$ cat src/rtl/shift_right_seq_if.sv
// rtl/shift_right_seq_if.sv - operand/result/handshake bundle for the sequential right shifter
interface shift_right_seq_if;
    logic [7:0] sumrest;
    logic [2:0] MovR;
    logic       arith;
    logic       start;
    logic [7:0] Shift_Right;
    logic       Carry;
    logic       busy;
    logic       done;

    // Requester side: supplies operands and start, observes result and status
    modport master (
        output sumrest,
        output MovR,
        output arith,
        output start,
        input  Shift_Right,
        input  Carry,
        input  busy,
        input  done
    );

    // Shifter side
    modport slave (
        input  sumrest,
        input  MovR,
        input  arith,
        input  start,
        output Shift_Right,
        output Carry,
        output busy,
        output done
    );
endinterface

$ cat src/rtl/shift_right_seq.sv
// rtl/shift_right_seq.sv - 8-bit right shifter, one bit per clock, start/busy/done handshake (arith fill under SHIFT_RIGHT_ARITH_EN)
module shift_right_seq (
    input  logic               clk,
    input  logic               rst,
    shift_right_seq_if.slave   bus
);

    typedef enum logic [1:0] {
        IDLE  = 2'd0,
        LOAD  = 2'd1,
        SHIFT = 2'd2,
        DONE  = 2'd3
    } state_t;

    state_t     state;
    logic [7:0] wr;
    logic [2:0] cnt;
    logic       af;
    logic       cy;
    logic [7:0] result;
    logic       carry_q;
    logic       busy_q;
    logic       done_q;
    logic       arith_sel;
    logic       fill;

    // With the arithmetic option compiled out every shift zero-fills
`ifdef SHIFT_RIGHT_ARITH_EN
    assign arith_sel = bus.arith;
`else
    assign arith_sel = 1'b0;
`endif

    assign fill = af & wr[7];

    assign bus.Shift_Right = result;
    assign bus.Carry       = carry_q;
    assign bus.busy        = busy_q;
    assign bus.done        = done_q;

    // Control FSM with datapath; busy/done registered alongside the state they decode
    always_ff @(posedge clk or posedge rst) begin
        if (rst) begin
            state   <= IDLE;
            wr      <= 8'h00;
            cnt     <= 3'd0;
            af      <= 1'b0;
            cy      <= 1'b0;
            result  <= 8'h00;
            carry_q <= 1'b0;
            busy_q  <= 1'b0;
            done_q  <= 1'b0;
        end else begin
            case (state)
                IDLE, DONE: begin
                    done_q <= 1'b0;
                    if (bus.start) begin
                        wr     <= bus.sumrest;
                        cnt    <= bus.MovR;
                        af     <= arith_sel;
                        cy     <= 1'b0;
                        busy_q <= 1'b1;
                        state  <= LOAD;
                    end else begin
                        busy_q <= 1'b0;
                        state  <= IDLE;
                    end
                end
                LOAD: begin
                    busy_q <= 1'b1;
                    done_q <= 1'b0;
                    state  <= SHIFT;
                end
                SHIFT: begin
                    if (cnt == 3'd0) begin
                        result  <= wr;
                        carry_q <= cy;
                        busy_q  <= 1'b0;
                        done_q  <= 1'b1;
                        state   <= DONE;
                    end else begin
                        cy     <= wr[0];
                        wr     <= {fill, wr[7:1]};
                        cnt    <= cnt - 3'd1;
                        busy_q <= 1'b1;
                        done_q <= 1'b0;
                        state  <= SHIFT;
                    end
                end
                default: begin
                    busy_q <= 1'b0;
                    done_q <= 1'b0;
                    state  <= IDLE;
                end
            endcase
        end
    end

endmodule

$ cat src/flat_wrapper.sv
// flat-port wrapper written by rule: the top's interface ports become plain ports
module shift_right_seq_flat 
  (clk, rst, bus_sumrest, bus_MovR, bus_arith, bus_start, bus_Shift_Right, bus_Carry, bus_busy, bus_done);
  shift_right_seq_if bus_i ();
  input  logic clk;
  input  logic rst;
  input wire logic [$bits(bus_i.sumrest)-1:0] bus_sumrest;
  input wire logic [$bits(bus_i.MovR)-1:0] bus_MovR;
  input wire logic [$bits(bus_i.arith)-1:0] bus_arith;
  input wire logic [$bits(bus_i.start)-1:0] bus_start;
  output wire logic [$bits(bus_i.Shift_Right)-1:0] bus_Shift_Right;
  output wire logic [$bits(bus_i.Carry)-1:0] bus_Carry;
  output wire logic [$bits(bus_i.busy)-1:0] bus_busy;
  output wire logic [$bits(bus_i.done)-1:0] bus_done;
  assign bus_i.sumrest = bus_sumrest;
  assign bus_i.MovR = bus_MovR;
  assign bus_i.arith = bus_arith;
  assign bus_i.start = bus_start;
  assign bus_Shift_Right = bus_i.Shift_Right;
  assign bus_Carry = bus_i.Carry;
  assign bus_busy = bus_i.busy;
  assign bus_done = bus_i.done;
  shift_right_seq u_core (.clk(clk), .rst(rst), .bus(bus_i));
endmodule
$ cat config.mk
export PLATFORM = sky130hd
export DESIGN_NAME = shift_right_seq_flat
export DESIGN_NICKNAME = d
export VERILOG_FILES = /design/src/rtl/shift_right_seq_if.sv /design/src/rtl/shift_right_seq.sv /design/src/flat_wrapper.sv
export SDC_FILE = /design/constraint.sdc
export NUM_CORES = 1
export LEC_CHECK = 0
export BUFFER_PORTS_ARGS = -buffer_cell sky130_fd_sc_hd__buf_2
export CAP_MARGIN = 20
export CORE_MARGIN = 2
export CORE_UTILIZATION = 49
export CTS_CLUSTER_SIZE = 16
export DETAILED_ROUTE_END_ITERATION = 8
export HOLD_SLACK_MARGIN = 0.06
export PLACE_DENSITY = 0.73
export SETUP_SLACK_MARGIN = 0.4
export SLEW_MARGIN = 20
export SYNTH_ARGS = -nofsm -noshare
export SYNTH_HDL_FRONTEND = slang
export SYNTH_SLANG_ARGS = --single-unit
$ cat constraint.sdc
create_clock -name clk -period 2.4 [get_ports clk]
set_input_delay 0.24 -clock clk [delete_from_list [all_inputs] [get_ports clk]]
set_output_delay 0.24 -clock clk [all_outputs]
set_load 0.005 [all_outputs]
==> metrics.yaml <==
run_status:
  outcome: "finished clean"
cts:
  path_clk_slew_ns: 0.14
  cts_buffers: 3
  htreeDepth: 1
  ctsHoldBuffers: 0
  root_buffer: "clkbuf_4"
  clkSinkCount: 25
  cts_tree: "yes"
  post_cts_buffers: 3
  insertion_delay_ns: 0.32
  cts-resized-gates: 0
  cts_buffer_depth: 2
place:
  dp_slack_ns: 0.296
  gp_congestion: 0.719
  dpl.hpwl_mm: 1.45
  dp.cells: 159
  io_buffers: 24
worst_setup_path:
  critical_path.cell_chain: "inv_1 > ha_1 > and2b_1 > nor3_4 > buf_4 > mux2_2"
  cp_num_buf_inv: 2
  cp_top_family: "simple AND/OR/NAND/NOR gates"
  path_max_fanout: 8
  slowest_delay_ns: 0.38
  arrival_ns: 2.11
  crit_type: "register to register"
  crit_required_ns: 2.63
  worstSetupStartpointType: "register"
  crit_slowest_cell: "dfrtp_1"
  end_kind: "register"
floorplanning:
  start_util_pct: 50.4
  die_h_microns: 53.8
  pin_count: 26
  num_rows: 18
  core_area_sq_um: 2410
  die-area_sq_um: 2890
  die-width_microns: 53.8
power:
  power_mw: 2.06
  seqPwrFrac_pct: 35.5
  intPower_mw: 1.32
  netSwitchingFraction_pct: 35.8
  p_leak_nw: 0.774
  power.density_nw_per_um2: 1460
  p_comb_share_pct: 55.1
  power_switching_mw: 0.736
  vdd_drop_max_v: 0.000919
  clkPwrFrac_pct: 9.4
detailed_routing:
  totalWireLength_mm: 2.03
  drt_iter0_drc: 2
  drt-pass1-iter-count: 4
  wl_per_cell_microns: 12.2
  drc: 0
  via_per_inst: 4.85
  postRouteAntennaNets: 0
  vias: 805
cells_and_area:
  area_growth_pct: 15.8
  num-nets-final: 156
  fillers: 197
  final_common_cell: "nand2_1"
  diodes: 0
  drive_above_1_share_pct: 37.5
  instances_no_fill: 166
  layout_common_cells: "28 x nand2_1, 25 x dfrtp_1, 24 x buf_2"
synthesis:
  ys_types: 22
  syn_area_sq_um: 1210
  synth_fp_nets: 126
  yosys.area.top_type: "dfrtp_1"
  syn_area_per_cell_sq_um: 11.4
  yosysTopAreaCellShare_pct: 51.5
  synth_seq_cells: 25
  yosysWarningCount: 0
  synthCells: 107
  synth_area_leaders: "dfrtp_1 51%, mux2_4 8.7%, nand2_1 8.7%"
  yosysSeqAreaShare_pct: 51.5
sta:
  drv_slew: 0
  rsz0062_at_grt: "no"
  worstMarginPinSlew_ns: 0.932
  tns_ns: 0
  finalHoldViolations: 0
  relSlewSlack_pct: 37.8
  period_share_pct: 78.3
  skew_ns: 0.00695
  setup_viol: 0
  finalCriticalPeriod_ns: 1.88
  finalWorstSetupSlack_ns: 0.520
  max_freq_ghz: 0.532
global_route:
  first_global_vias: 802
  grt_max_degree: 26
  grt.overflow.total: 0
  grt_pass1_wl_mm: 3.39
  antenna_found_initial: 0
  grt_usage_pct: 16.2
flow_run:
  maxCapViolCount: 0
worst_hold_path:
  hold_class: "input port to async pin"
==> final cells by class <==
type | count | area (sq um) | area share (%)
Tap cell | 30 | 37.5 | 2.67
Multi-Input combinational cell | 69 | 522 | 37.1
Clock inverter | 1 | 5.00 | 0.356
Timing Repair Buffer | 29 | 158 | 11.2
Clock buffer | 3 | 22.5 | 1.60
Sequential cell | 25 | 626 | 44.5
Inverter | 9 | 36.3 | 2.58
==> power groups by stage <==
stage	Sequential (mW)	Combinational, mW	Clock, mW
finish	0.730	1.13	0.194
global route	0.754	1.26	0.210
CTS	0.732	1.15	0.198
detailed placement	0.742	1.07	0
global placement	0.727	1.03	0
floorplan	0.725	0.875	0
==> cells in the mapped netlist, drive strengths merged <==
| cell | count |
|---|---|
| a21oi | 2 |
| buf | 3 |
| mux2 | 15 |
| nand3 | 1 |
| nand3b | 1 |
| o21a | 1 |
| ha | 4 |
| inv | 9 |
| and2b | 2 |
| o21ai | 4 |
| a311o | 1 |
| mux2i | 4 |
| clkbuf | 1 |
| nand2 | 28 |
| nor3 | 1 |
| nor2 | 2 |
| nor2b | 2 |
| or2b | 1 |
| dfrtp | 25 |
==> routing by layer <==
metal	global-route usage, %	wire length, microns	vias up
met5	0	0	-
met4	6.84	22	0
met3	3.06	77	2
met2	28.0	1050	15
met1	19.4	881	384
li1	-	-	404
==> registers in the layout (all words and copies together), names as in the netlist <==
register,count
u_core.wr,8
u_core.cy,1
u_core.bus.done,1
u_core.cnt,3
u_core.bus.Shift_Right,8
u_core.bus.busy,1
u_core.bus.Carry,1
u_core.state,2
==> final timing paths <==
check	startpoint	end	slack, ns	cells past startpoint
min reg2reg	u_core.bus.Shift_Right[4]$_DFFE_PP0P_	u_core.bus.Shift_Right[4]$_DFFE_PP0P_	0.49	2
max reg2reg	u_core.state[0]$_DFF_PP0_	u_core.wr[0]$_DFFE_PP0P_	0.52	6
max in group asynchronous	rst	u_core.state[0]$_DFF_PP0_	1.74	2
max	u_core.state[0]$_DFF_PP0_	u_core.wr[0]$_DFFE_PP0P_	0.52	6
min in group clk	bus_start	u_core.state[0]$_DFF_PP0_	0.15	3
min	rst	u_core.wr[5]$_DFFE_PP0P_	0.1	2
==> through the flow <==
| stage | util (%) | cell area [sq um] | hold WS [ns] |
|---|---|---|---|
| after floorplan | - | 1210 | 0.267 |
| after global placement | 56.3 | 1360 | 0.452 |
| after detailed placement | 56.3 | 1360 | 0.457 |
| after CTS | 58.4 | 1410 | 0.134 |
| after global routing | 58.4 | 1410 | 0.180 |
| final | 58.4 | 1410 | 0.0963 |
==> cell families after synthesis <==
kind of cell	synth area share (%)
multiplexers	19.4
adder cells (fa/ha/maj)	4.12
flip-flops	51.5
buffers and inverters	5.56
AND/OR/NAND/NOR	15.6
AO/OA/AOI/OAI	3.91
(Power assumes the default switching activity.)
